### src/rtl/t05_arb_pkg.sv
// Shared definitions for the SRAM arbiter: FSM states, requester indices,
// and the default timeout used when T05_ARB_TIMEOUT_EN is defined.
package t05_arb_pkg;

    typedef enum logic [1:0] {
        ST_IDLE,
        ST_ISSUE,
        ST_WAIT_BUSY,
        ST_WAIT_DONE
    } arb_state_e;

    localparam int REQ_HIST  = 0;
    localparam int REQ_FLV   = 1;
    localparam int REQ_HTREE = 2;
    localparam int REQ_CBTRN = 3;

    localparam int TIMEOUT_CYC_DEF = 255;

endpackage

### src/rtl/t05_rr_pick.sv
// Combinational round-robin picker: one-hot grant to the first requester
// found after index 'last', wrapping from NUM_REQ-1 to 0.
module t05_rr_pick #(
    parameter int NUM_REQ = 4,
    parameter int IW      = 2
) (
    input  logic [NUM_REQ-1:0] req,
    input  logic [IW-1:0]      last,
    output logic [NUM_REQ-1:0] grant
);

    logic [IW:0]          start;
    logic [NUM_REQ-1:0]   rot;
    logic [NUM_REQ-1:0]   rot_grant;
    logic [2*NUM_REQ-1:0] dbl_grant;

    // Rotate so the highest-priority requester sits at bit 0, pick the
    // lowest set bit, then rotate the result back.
    assign start = (last == IW'(NUM_REQ - 1)) ? '0 : {1'b0, last} + 1'b1;
    assign rot   = NUM_REQ'({req, req} >> start);

    for (genvar gi = 0; gi < NUM_REQ; gi++) begin : g_pri
        if (gi == 0) begin : g_first
            assign rot_grant[gi] = rot[0];
        end else begin : g_rest
            assign rot_grant[gi] = rot[gi] & ~(|rot[gi-1:0]);
        end
    end

    assign dbl_grant = {{NUM_REQ{1'b0}}, rot_grant} << start;
    assign grant     = dbl_grant[NUM_REQ-1:0] | dbl_grant[2*NUM_REQ-1:NUM_REQ];

endmodule

### src/rtl/t05_sram_arbiter.sv
// Round-robin arbiter feeding one wishbone_manager from NUM_REQ requesters.
// Define T05_ARB_TIMEOUT_EN to add the per-phase wait timeout and err_o.
module t05_sram_arbiter
    import t05_arb_pkg::*;
#(
    parameter int NUM_REQ     = 4,
    parameter int TIMEOUT_CYC = TIMEOUT_CYC_DEF
) (
    input  logic                 clk,
    input  logic                 nrst,
    input  logic [NUM_REQ-1:0]   req_i,
    input  logic [NUM_REQ-1:0]   we_i,
    input  logic [NUM_REQ*32-1:0] addr_i,
    input  logic [NUM_REQ*32-1:0] wdata_i,
    input  logic [NUM_REQ*4-1:0] sel_i,
    output logic [NUM_REQ-1:0]   gnt_o,
    output logic [NUM_REQ-1:0]   done_o,
    output logic [NUM_REQ-1:0]   err_o,
    output logic [31:0]          rdata_o,
    output logic                 wb_write_o,
    output logic                 wb_read_o,
    output logic [31:0]          wb_addr_o,
    output logic [31:0]          wb_wdata_o,
    output logic [3:0]           wb_sel_o,
    input  logic [31:0]          wb_rdata_i,
    input  logic                 wb_busy_i
);

    localparam int IW = (NUM_REQ > 1) ? $clog2(NUM_REQ) : 1;

    if (TIMEOUT_CYC < 1) begin : g_bad_timeout
        $error("TIMEOUT_CYC must be at least 1");
    end

    arb_state_e         state_reg;
    logic [IW-1:0]      last_reg;
    logic [IW-1:0]      winner_reg;
    logic               we_reg;
    logic [NUM_REQ-1:0] pick;
    logic [IW-1:0]      pick_idx;
    logic               pick_we;
    logic [31:0]        pick_addr;
    logic [31:0]        pick_wdata;
    logic [3:0]         pick_sel;
    logic               timeout;
    logic               finish;

    t05_rr_pick #(.NUM_REQ(NUM_REQ), .IW(IW)) u_pick (
        .req   (req_i),
        .last  (last_reg),
        .grant (pick)
    );

    always_comb begin
        pick_idx   = '0;
        pick_we    = 1'b0;
        pick_addr  = '0;
        pick_wdata = '0;
        pick_sel   = '0;
        for (int i = 0; i < NUM_REQ; i++) begin
            if (pick[i]) begin
                pick_idx   = IW'(i);
                pick_we    = we_i[i];
                pick_addr  = addr_i[i*32 +: 32];
                pick_wdata = wdata_i[i*32 +: 32];
                pick_sel   = sel_i[i*4 +: 4];
            end
        end
    end

`ifdef T05_ARB_TIMEOUT_EN
    localparam int CW = $clog2(TIMEOUT_CYC + 1);
    logic [CW-1:0] cnt_reg;

    // Fires at the end of the TIMEOUT_CYC-th cycle spent waiting in a phase.
    assign timeout = (cnt_reg == CW'(TIMEOUT_CYC - 1)) &&
                     (((state_reg == ST_WAIT_BUSY) && !wb_busy_i) ||
                      ((state_reg == ST_WAIT_DONE) &&  wb_busy_i));
`else
    assign timeout = 1'b0;
    assign err_o   = '0;
`endif

    assign finish = ((state_reg == ST_WAIT_DONE) && !wb_busy_i) || timeout;

    always_ff @(posedge clk) begin
        if (!nrst) begin
            state_reg  <= ST_IDLE;
            last_reg   <= IW'(NUM_REQ - 1);
            winner_reg <= '0;
            we_reg     <= 1'b0;
            gnt_o      <= '0;
            done_o     <= '0;
            rdata_o    <= '0;
            wb_write_o <= 1'b0;
            wb_read_o  <= 1'b0;
            wb_addr_o  <= '0;
            wb_wdata_o <= '0;
            wb_sel_o   <= '0;
`ifdef T05_ARB_TIMEOUT_EN
            err_o      <= '0;
            cnt_reg    <= '0;
`endif
        end else begin
            done_o     <= '0;
            wb_write_o <= 1'b0;
            wb_read_o  <= 1'b0;
`ifdef T05_ARB_TIMEOUT_EN
            err_o <= '0;
            if (state_reg == ST_WAIT_BUSY || state_reg == ST_WAIT_DONE) begin
                cnt_reg <= cnt_reg + 1'b1;
            end
            if (state_reg == ST_ISSUE || (state_reg == ST_WAIT_BUSY && wb_busy_i)) begin
                cnt_reg <= '0;
            end
            if (timeout) begin
                err_o <= gnt_o;
            end
`endif
            case (state_reg)
                ST_IDLE: begin
                    if (|req_i) begin
                        gnt_o      <= pick;
                        winner_reg <= pick_idx;
                        we_reg     <= pick_we;
                        wb_write_o <= pick_we;
                        wb_read_o  <= !pick_we;
                        wb_addr_o  <= pick_addr;
                        wb_wdata_o <= pick_wdata;
                        wb_sel_o   <= pick_sel;
                        state_reg  <= ST_ISSUE;
                    end
                end
                ST_ISSUE: begin
                    state_reg <= ST_WAIT_BUSY;
                end
                ST_WAIT_BUSY: begin
                    if (wb_busy_i) begin
                        state_reg <= ST_WAIT_DONE;
                    end
                end
                ST_WAIT_DONE: begin
                    if (!wb_busy_i) begin
                        if (!we_reg) begin
                            rdata_o <= wb_rdata_i;
                        end
                        done_o <= gnt_o;
                    end
                end
                default: state_reg <= ST_IDLE;
            endcase
            // Completion and timeout share the same release path.
            if (finish) begin
                gnt_o      <= '0;
                last_reg   <= winner_reg;
                we_reg     <= 1'b0;
                wb_addr_o  <= '0;
                wb_wdata_o <= '0;
                wb_sel_o   <= '0;
                state_reg  <= ST_IDLE;
            end
        end
    end

endmodule

### config.mk
export PLATFORM = sky130hd
export DESIGN_NAME = t05_sram_arbiter
export DESIGN_NICKNAME = d
export VERILOG_FILES = /design/src/rtl/t05_arb_pkg.sv /design/src/rtl/t05_rr_pick.sv /design/src/rtl/t05_sram_arbiter.sv
export SDC_FILE = /design/constraint.sdc
export NUM_CORES = 1
export LEC_CHECK = 0
export ABC_CLOCK_PERIOD_IN_PS = 2300
export BUFFER_PORTS_ARGS = -buffer_cell sky130_fd_sc_hd__buf_2
export CORE_AREA = 2 2 168 170
export DETAILED_ROUTE_END_ITERATION = 16
export DIE_AREA = 0 0 170 172
export PLACE_DENSITY = 0.57
export SYNTH_ARGS = -nofsm -noshare
export SYNTH_HDL_FRONTEND = slang
export SYNTH_SLANG_ARGS = --single-unit
### constraint.sdc
create_clock -name clk -period 2.3 [get_ports clk]
set_clock_uncertainty 0.05 [all_clocks]
set_input_delay 0.46 -clock clk [delete_from_list [all_inputs] [get_ports clk]]
set_output_delay 0.46 -clock clk [all_outputs]
set_load 0.1 [all_outputs]
# Yosys cells after proc, flatten, opt, wreduce, memory -nomap -nowiden
# Index checks and enable logic that the tools add are counted.
word_totals:
  register_bits: 117
  in_bits: 315
  out_inout_bits: 114
classes:
  bitwise_logic: 11
  n_eq_ne: 6
  addsub: 1
  n_mux: 23
  reduce_logical: 14
  shifts: 2
ops:
  columns: ["cell", "n"]
  rows:
  - ["$mux W32", 8]
  - ["$mux W4", 4]
  - ["$reduce_and A3 Y1", 3]
  - ["$mux W2", 4]
  - ["$shl A4 B3 Y8", 1]
  - ["$shr A8 B3 Y4", 1]
  - ["$not A1 Y1", 7]
  - ["$eq A2 B2 Y1 const B", 3]
  - ["$pmux W2 S3", 1]
  - ["$reduce_or A3 Y1", 2]
  - ["$mux W1", 5]
  - ["$ne A2 B2 Y1 const B", 2]
  - ["$or A4 B4 Y4", 1]
  - ["$reduce_or A2 Y1", 2]
  - ["$reduce_or A4 Y1", 1]
  - ["$add A2 B1 Y3 const B", 1]
  - ["$and A1 B1 Y1", 3]
  - ["$mux W3", 1]
  - ["$reduce_bool A3 Y1", 1]
  - ["$eq A2 B1 Y1 const B", 1]
  - ["$logic_not A1 Y1", 2]
  - ["$logic_not A2 Y1", 1]
  - ["$reduce_and A2 Y1", 1]
  - ["$logic_and A1 B1 Y1", 1]

# Depth between registers and ports, before layout
# Gate-level depths: netlist of the first run.
logic_depth:
  depth_word: 13
  mapped_depth: 10
  mapped_depth_nobuf: 7

# Cells and area by module
# From an unflattened synthesis of the first run, not the netlist that was laid out.
unflattened:
  cells_unflattened: 668
  area_unflattened_um2: 5844.4
by_module_without_submodules:
  columns: ["module", "n_inst", "area_each_um2", "cells_each", "seq_area_each_um2"]
  rows:
  - ["t05_sram_arbiter", 1, 5516.5, 624, 2342.2]
  - ["t05_rr_pick", 1, 327.8, 44, 0.0]

# Worst setup path after synthesis of the first run
# Ideal clock, no wire load.
synth_path:
  kind: "reg2reg"
  start: "register last_reg[0]"
  end: "register wb_wdata_o[14]"
  n_path_buf: 4
  slack_ps: -33
  path_stages_with_launch: 11
  setup_ps: 137
  synth_period_minus_slack_ps: 2333
  arrival_ps: 2146
  required_ps: 2113
  path_cell_list: "dfxtp_1 -> ha_1 -> buf_2 -> nor4b_1 -> a211o_1 -> and2_1 -> clkbuf_1 -> buf_2 -> buf_4 -> a221oi_1 -> o32ai_1"
synth_via:
  elab_chain_len: 12
  elab_cells_between_ends: 18
  cone_classes: "add/sub (1); eq/ne (1); shift (2); mux (5); bitwise (7); reduce/logical (2)"
synth_rtl:
  columns: ["element", "line_no", "source"]
  rows:
  - ["start, declared", "t05_sram_arbiter.sv:36", "logic [IW-1:0] last_reg;"]
  - ["start signal, assigned", "t05_sram_arbiter.sv:89", "last_reg <= IW'(NUM_REQ - 1);"]
  - ["start signal, assigned", "t05_sram_arbiter.sv:155", "last_reg <= winner_reg;"]
  - ["$add A2 B1 Y3 / $eq A2 B2 Y1 (equally long branches)", "t05_rr_pick.sv:19", "assign start = (last == IW'(NUM_REQ - 1)) ? '0 : {1'b0, last} + 1'b1;"]
  - ["$mux W3 *", "t05_rr_pick.sv:19", null]
  - ["$shr A8 B3 Y4", "t05_rr_pick.sv:20", "assign rot = NUM_REQ'({req, req} >> start);"]
  - ["$reduce_or A3 Y1 / $reduce_or A2 Y1 (equally long branches)", "t05_rr_pick.sv:26", "assign rot_grant[gi] = rot[gi] & ~(|rot[gi-1:0]);"]
  - ["$not A1 Y1", "t05_rr_pick.sv:26", null]
  - ["$and A1 B1 Y1", "t05_rr_pick.sv:26", null]
  - ["$shl A4 B3 Y8 *", "t05_rr_pick.sv:30", "assign dbl_grant = {{NUM_REQ{1'b0}}, rot_grant} << start;"]
  - ["$or A4 B4 Y4 *", "t05_rr_pick.sv:31", "assign grant = dbl_grant[NUM_REQ-1:0] | dbl_grant[2*NUM_REQ-1:NUM_REQ];"]
  - ["$mux W32 (3 in series)", "t05_sram_arbiter.sv:61", "if (pick[i]) begin"]
  - ["$mux W32 *", "t05_sram_arbiter.sv:61", null]
  - ["end signal, assigned", "t05_sram_arbiter.sv:129", "wb_wdata_o <= pick_wdata;"]
  - ["end, declared", "t05_sram_arbiter.sv:23", "output logic [31:0] wb_wdata_o,"]
# Mark *: on every way between the ends. The rest lies on a longest branch, timed or not.
# A chain may end at the register's enable or synchronous reset.

# Worst setup path after layout of the first run
layout_path:
  start: "register last_reg[0]"
  end: "register wb_wdata_o[15]"
# Same word-level chain as after synthesis.

==> run metrics, run 1 <==
CTS buffer count 17; DRC 0; warning count from the yosys run 0; initial antenna violation count 2; switch share 0.526; Seq. cell area about 0.0023 mm^2; global-route wire length before repair a little over 40,000 um; Critical Path AT between 2 and 3 ns; Synth Register Bits around 120; final non-filler cell total 1,475; final max-slew violation count 0; P per Cell Area between 1000 and 1500 mW/mm^2; worst skew pair latency ~0.4 ns; Rel. slew slack 0.637; Vert. Die Dim around 170 um; DP HPWL between 15,000 and 20,000 um; Hold Crit Class in -> reg; outcome completed; remaining global-route overflow 0; initial core utilization 0.219; most frequent cells in the layout 424 x buf_2, 117 x dfxtp_1, 76 x nor2_1, 76 x nand2_1, 70 x a31oi_1; Peak VDD IR roughly 0.85 mV; final core utilization 0.346; most common cell after layout, fill and taps aside buf_2; Tot Pwr approximately 12 mW; CP Capture Type flop; # placed instances 1,440; final hold violations 0; drt first pass iters 5; Clock power frac 0.229; leak pwr around 4.3 nW; final setup fails 0; sequential-to-total area share from yosys stat 0.389; hold_ws 0.248 ns; area of the multi-input gates around 0.0035 mm^2; Post-synth EDFFs 0; Netlist cell types 42; sequential share of power 0.225; critical path class reg -> reg; Placer Congestion 0.824; DR WL/cell 19.1 um; Buffers on Ports around 420; largest net degree at the start of global routing slightly below 80; ys flop type dfxtp_1; H-Tree Depth 4; Site Rows just over 60; io pins roughly 430; Top Usage Layer GRT met2; number of global-route vias before repair between 7,000 and 8,000; CTS root buffer clkbuf_16; initial detailed-routing violation count 535; Clock Pin Slew Worst Setup and Hold Paths around 0.060 ns; Startpoint Class flop; CTS Buffer Depth 2; Netlist Area Pre-Place ~0.006 mm^2; Slew @ Worst Pin approximately 0.54 ns; top-area cell type share of the netlist area 0.389; leading area contributor after synthesis dfxtp_1; Largest regs rdata_o (32), wb_addr_o (32), wb_wdata_o (32); met2 Usage GRT 0.300; crit path max fanout 40; Die Width around 170 um; GRT Total Usage 0.180; GRT met3 Usage 0.0520; fin crit share 0.970; Int Power around 5.7 mW; Synth area leaders dfxtp_1 39%, o32ai_1 9.9%, a221oi_1 9.7%; Max Clk Rate 0.448 GHz; die area slightly below 0.03 mm^2; CTS Sinks 117; CTS tree done; Maximum Capacitance Violations 0; switching pwr about 6.4 mW; Gate power share 0.546; Layout Nets 1,435; fill count 2,938; Syn Area/Cell approximately 8.3 um^2; fin area approximately 0.0095 mm^2; Core ar. between 0.02 and 0.03 mm^2; placed cell areas approximately 0.0087 mm^2; total number of vias between 7,000 and 8,000; Post-synth ARST share 0; CP Data Required Time between 2 and 3 ns; drt total wl 28,200 um; share of layout cells above drive strength 1 0.472; Routed Antenna Nets 0; Area Overhead vs Synth 57.9%; routed vias/inst roughly 5.1; clock period minus worst slack ~2.2 ns; Synth Instances between 700 and 800; met1 usage 0.220
critical path: stages (launching register included):
cell and delay [ns]:
dfxtp_1 0.33, buf_4 0.16, or2_4 0.27, a21oi_1 0.18
o221a_4 0.21, buf_4 0.12, buf_4 0.42, a31oi_1 0.21
o32ai_2 0.15
logic make-up (layout without fill, tap and decap cells):
group | after synthesis | after routing | share of synthesized area
adder cells (fa/ha/maj) | 5 | 5 | 0.0104
flip-flops | 117 | 117 | 0.389
buffers and inverters | 93 | 496 | 0.0667
AND/OR/NAND/NOR | 240 | 240 | 0.186
AO/OA/AOI/OAI | 266 | 266 | 0.348
other | 1 | 5 | 0.000622
cell usage after synthesis (2+ instances only):
master and instances:
o32ai_1 68, o22a_1 2, a211o_1 2, nor2_1 78, and3_1 4, buf_6 3
and2_1 69, a221oi_1 67, nand2b_1 4, a31oi_1 70, ha_1 5, a21boi_0 32
inv_1 6, clkbuf_1 70, nand2_1 77, buf_4 6, buf_2 6, buf_1 2
o21ai_0 3, dfxtp_1 117, a21oi_1 9, nor2b_1 2
metal layers:
layer / routed length, um / share of wire / vias up
met3: 2460 / 0.087 / 49
met4: 776 / 0.028 / 2
li1: - / - / 3528
met2: 13600 / 0.48 / 417
met1: 11300 / 0.40 / 3494
met5: 13 / 0.00046 / -
power by group through the flow:
stage          combinational, mW  sequential (mW)  clock [mW]
2_1_floorplan               1.88             5.76           0
3_3_place_gp                6.47             2.76           0
3_5_place_dp                6.48             2.75           0
4_1_cts                     6.51             2.72        2.86
5_1_grt                     6.93             2.77        2.95
6_report                    6.61             2.72        2.78
timing repair:
| item | CTS | global route |
|---|---|---|
| gates cloned | 0 | 1 |
| hold endpoints to repair | 0 | 0 |
| gates resized for setup | 7 | 23 |
| hold buffers | 0 | 0 |
| buffers inserted | 0 | 1 |
| pin swaps | 0 | 1 |
| endpoints found under the setup margin | 12 | 71 |
layout make-up:
class,count,area share
Multi-Input combinational cell,515,0.370
Timing Repair Buffer,458,0.271
Sequential cell,117,0.246
Clock buffer,20,0.0490
Tap cell,346,0.0455
Clock inverter,12,0.0149
Inverter,6,0.00237
Antenna cell,1,0.000263
worst paths after layout:
check | startpoint | end | slack [ns] | depth (start not counted)
max | last_reg[0] | wb_wdata_o[15] | 0.07 | 8
min | wb_rdata_i[24] | rdata_o[24] | 0.25 | 3
max reg2reg | last_reg[0] | wb_wdata_o[15] | 0.07 | 8
min reg2reg | rdata_o[20] | rdata_o[20] | 0.40 | 2
metrics by stage:
stage / TNS [ns] / worst slack [ns]
2_1_floorplan: -0.109 / -0.0128
4_1_cts: 0 / 0.0231
3_5_place_dp: -0.671 / -0.199
6_report: 0 / 0.0689
3_3_place_gp: -0.313 / -0.145
5_1_grt: -0.0109 / -0.0109
Note: power is estimated with default switching activity, not from simulation.
==> run 2, diff against run 1 <==
Settings changed: ABC_CLOCK_PERIOD_IN_PS 2300 to 2880, MAX_ROUTING_LAYER set to met4, PLACE_DENSITY 0.57 to 0.55, SKIP_CTS_REPAIR_TIMING set to 1.
Clock period 2.3 ns to 2.88 ns, I/O delays scaled along.
==> run 2 against run 1 <==
Net effect: critical path depth is 1 lower; combinational power fell by 24%; via count grew 0.17%; count of clock-buffer cells in the layout down 2; critical endpoint is now wb_addr_o[25]; fmax fell by 14%; die area unchanged; clock power decreased by 22%; largest power group unchanged; sequential cell count unchanged; global-route usage shrank 0.10 points; non-clock buffer count down 14.
==> run metrics, run 2 (synthesis results as in run 1) <==
initial core utilization 0.219; CP top delay family compound AO/OA/AOI/OAI gates; final setup fails 0; leak pwr 4.08 nW; Hold Crit Class in -> reg; DRC 0; final hold violations 0; routed vias/inst ~5.1; Placer Congestion a little over 0.8; clock period minus worst slack 2.58 ns; CTS Sinks between 100 and 150; fin crit share 0.897; Clock power frac 0.231; switch share 0.535; largest net degree at the start of global routing 75; Final WS setup about 0.30 ns; share of layout cells above drive strength 1 0.440; Buffers & Inverters on Critical Path 1; drt total wl about 27,000 um; critical path class reg -> reg; Area Overhead vs Synth 50.3%; sequential share of power 0.232; crit path max fanout 30; CP Capture Type flop; Startpoint Class flop; Max Clk Rate about 0.39 GHz; drt first pass iters 6; Routed Antenna Nets 0; CP max-delay cell ha_1; hold_ws 0.353 ns; CTS buffer count 17; Core ar. around 0.027 mm^2; Buffers on Ports around 420; DP HPWL 19,600 um; worst skew pair latency about 0.41 ns; Sum Neg Setup Slack 0 ns; most common cell after layout, fill and taps aside buf_2; CTS tree done; number of diodes 0; H-Tree Depth 4; switching pwr between 5 and 6 mW; Vert. Die Dim 172 um; Rel. slew slack 0.633; number of global-route vias before repair 7,000; Critical Path AT 2.82 ns; Die Width between 150 and 200 um; Critical Path Max Stage Delay 0.48 ns; DR WL/cell roughly 19 um; Gate power share 0.537; global-route wire length before repair 39,500 um; outcome completed; CP Data Required Time 3.12 ns; CTS Buffer Depth 2; total number of vias 7,503; Slew @ Worst Pin between 0.5 and 0.6 ns; Maximum Capacitance Violations 0; GRT Total Usage 0.179; Peak VDD IR approximately 0.41 mV; worst path cell trace ha_1 > o21ai_0 > a211o_1 > and2_2 > buf_4 > a221oi_1 > o32ai_1; final non-filler cell total around 1,500; Layout Nets between 1,000 and 1,500; final max-slew violation count 0; remaining global-route overflow 0; Int Power between 4 and 5 mW; Largest regs rdata_o (32), wb_addr_o (32), wb_wdata_o (32); P per Cell Area around 1000 mW/mm^2; initial antenna violation count 0; # placed instances between 1,000 and 1,500; RSZ-0062 raised after global routing no; initial detailed-routing violation count 499; CTS root buffer clkbuf_16; dpl ws between 0.3 and 0.4 ns; io pins about 430; Site Rows 61; most frequent cells in the layout 424 x buf_2, 117 x dfxtp_1, 76 x nor2_1, 76 x nand2_1, 70 x a31oi_1; Clock Pin Slew Worst Setup and Hold Paths 0.07 ns; die area between 0.02 and 0.03 mm^2
-- run 2: cell count changes in the layout (fill, tap and decap cells not counted), moves of 2 or more --
| cell | delta |
|---|---|
| buf_4 | -3 |
| a221oi_2 | -21 |
| clkinvlp_4 | +2 |
| o32ai_2 | -3 |
| clkbuf_8 | -2 |
| o32ai_1 | +3 |
| buf_12 | -10 |
| a221oi_1 | +22 |
-- run 2: area by class of cell --
type	instances	area, um^2
Inverter	6	22.5
Sequential cell	117	2340
Tap cell	346	433
Clock inverter	14	153
Fill cell	2943	18400
Clock buffer	18	439
Multi-Input combinational cell	515	3330
Timing Repair Buffer	444	2330
-- run 2: power groups by stage --
| stage | clock network [mW] | registers, mW | logic, mW |
|---|---|---|---|
| after global placement | 0 | 2.21 | 5.03 |
| after CTS | 2.24 | 2.18 | 5.04 |
| after detailed placement | 0 | 2.21 | 5.04 |
| final | 2.17 | 2.18 | 5.04 |
| after global routing | 2.31 | 2.22 | 5.26 |
| after floorplan | 0 | 4.60 | 1.50 |
-- run 2: path summary, 6_finish.rpt --
path | slack, ns | end | from | depth (start not counted)
min reg2reg | 0.41 | last_reg[1] | winner_reg[1] | 1
max reg2reg | 0.30 | wb_addr_o[25] | last_reg[0] | 7
max | 0.30 | wb_addr_o[25] | last_reg[0] | 7
min | 0.35 | rdata_o[4] | wb_rdata_i[4] | 3
-- run 2: metal layers --
layer,share of wire,up-vias,track usage,wire [um]
met5,0,-,-,0
met4,0.020,0,0.0528,554
li1,-,3500,-,-
met2,0.49,434,0.296,13300
met3,0.082,44,0.0414,2240
met1,0.41,3525,0.218,11300
-- run 2: worst reg2reg max path, stage by stage, from the launching register on --
cell and delay, ns:
dfxtp_1 0.34, ha_1 0.48, o21ai_0 0.18, a211o_1 0.33, and2_2 0.25, buf_4 0.26, a221oi_1 0.45, o32ai_1 0.14
-- run 2: per-stage QoR --
step | total power [mW] | utilization | cell area [um^2]
floorplan | 6.10 | - | 6040
detailed placement | 7.24 | 0.308 | 8470
CTS | 9.47 | 0.330 | 9060
finish | 9.39 | 0.330 | 9060
global placement | 7.24 | 0.308 | 8470
global route | 9.79 | 0.330 | 9060
==> run 3, diff against run 2 <==
Settings changed: ABC_CLOCK_PERIOD_IN_PS 2880 to 2600, CORE_AREA 2 2 168 170 to 2 2 164 166, DIE_AREA 0 0 170 172 to 0 0 166 168, PLACE_DENSITY 0.55 to 0.57.
Clock period 2.88 ns to 2.6 ns, I/O delays scaled along.
==> run 3 against run 2 <==
Net effect: first-iteration DRC count grew 1.2%; largest cell class unchanged; fmax grew 4.7%; critical path type unchanged; critical endpoint is now wb_wdata_o[5]; wire length shrank 0.39%; cell count shrank 0.34%; final area grew 0.83%; hold slack lost 0.049 ns; worst setup slack lost 0.16 ns.
==> run metrics, run 3 (synthesis results as in run 1) <==
final non-filler cell total approximately 1,500; routed vias/inst just over 5; Slew @ Worst Pin around 0.53 ns; DRC 0; Peak VDD IR just under 0.5 mV; CTS root buffer clkbuf_16; largest net degree at the start of global routing slightly below 80; Hold Crit Class in -> reg; Seq. cell area 0.00234 mm^2; GRT met3 Usage 0.0390; Die Width 166 um; clock period minus worst slack roughly 2.5 ns; total number of vias about 7,400; initial core utilization 0.229; leak pwr a little over 4 nW; met2 Usage GRT 0.315; Buffers on Ports roughly 420; Vert. Die Dim 168 um; drt total wl ~27,000 um; CP top delay family compound AO/OA/AOI/OAI gates; CTS tree done; Top Usage Layer GRT met2; Maximum Capacitance Violations 0; number of global-route vias before repair 7,047; Rel. slew slack 0.644; Max Clk Rate 0.405 GHz; DR WL/cell 18.8 um; io pins roughly 430; die area around 0.028 mm^2; global-route wire length before repair slightly above 40,000 um; min-delay src wb_rdata_i[23]; Site Rows 60; Routed Antenna Nets 0; # placed instances around 1,400; P per Cell Area about 1100 mW/mm^2; crit path max fanout 34; CP max-delay cell ha_1; final max-slew violation count 0; Sum Neg Setup Slack 0 ns; CP Data Required Time 2.82 ns; remaining global-route overflow 0; most common cell after layout, fill and taps aside buf_2; GRT Total Usage 0.190; most frequent cells in the layout 424 x buf_2, 117 x dfxtp_1, 76 x nor2_1, 76 x nand2_1, 70 x a31oi_1; drt first pass iters 4; Placer Congestion just under 0.9; met1 usage 0.233; Layout Nets ~1,400; Core ar. about 0.026 mm^2; Startpoint Class flop; DP HPWL around 19,000 um; Critical Path AT roughly 2.7 ns; CTS Sinks 117; CTS Buffer Depth 2; Crit Reg-Reg Startpoint last_reg[0]; final setup fails 0; crit path from last_reg[0]; Area Overhead vs Synth 51.6%; initial detailed-routing violation count slightly above 500; critical path class reg -> reg; fin crit share 0.950; CTS buffer count 17; worst path cell trace ha_1 > o21ai_0 > a211o_1 > and2_2 > buf_12 > a221oi_1 > o32ai_1; worst skew pair latency between 0.4 and 0.5 ns; area of the multi-input gates 0.00335 mm^2; RSZ-0062 raised after global routing no; hold_ws 0.304 ns; final hold violations 0; initial antenna violation count 1; fill count between 2,000 and 3,000; Buffers & Inverters on Critical Path 1; CP Capture Type flop; share of layout cells above drive strength 1 0.438; Clock Pin Slew Worst Setup and Hold Paths approximately 0.060 ns; Largest regs rdata_o (32), wb_addr_o (32), wb_wdata_o (32); outcome completed; H-Tree Depth 4; Critical Path Max Stage Delay ~0.47 ns
-- run 3: layout make-up --
type	instances	area share
Clock inverter	10	0.0118
Antenna cell	1	0.000274
Clock buffer	21	0.0493
Inverter	6	0.00247
Multi-Input combinational cell	515	0.366
Tap cell	341	0.0467
Timing Repair Buffer	444	0.267
Sequential cell	117	0.256
-- run 3: path summary, 6_finish.rpt --
kind	cells after the start	to	slack, ns
setup reg to reg	7	wb_wdata_o[5]	0.13
hold / removal	3	rdata_o[23]	0.30
setup / recovery	7	wb_wdata_o[5]	0.13
hold reg to reg	2	rdata_o[11]	0.41
-- run 3: metal layers --
layer  up-vias  wire length [um]
met5         -                 0
met4         0               451
met3        29              1890
met2       387             13600
met1      3496             11400
li1       3500                 -
-- run 3: per-stage QoR --
stage                     instance area (um^2)  setup WS [ns]  power, mW  utilization
after global placement                    8560          0.132       8.09        0.325
final                                     9130          0.131       10.4        0.347
after CTS                                 9120         0.0599       10.5        0.346
after floorplan                           6040          0.267       6.75            -
after global routing                      9130         0.0206       10.9        0.347
after detailed placement                  8560         0.0872       8.09        0.325
-- run 3: worst register-to-register path, stage by stage (launching register included) --
cell	delay, ns
dfxtp_1	0.34
ha_1	0.47
o21ai_0	0.16
a211o_1	0.34
and2_2	0.25
buf_12	0.18
a221oi_1	0.43
o32ai_1	0.14
-- run 3: power by group --
group	internal [mW]	leakage, nW	switching [mW]
registers	2.21	0.957	0.202
logic	1.26	2.89	4.41
clock network	1.42	0.268	0.890
total	4.89	4.11	5.50
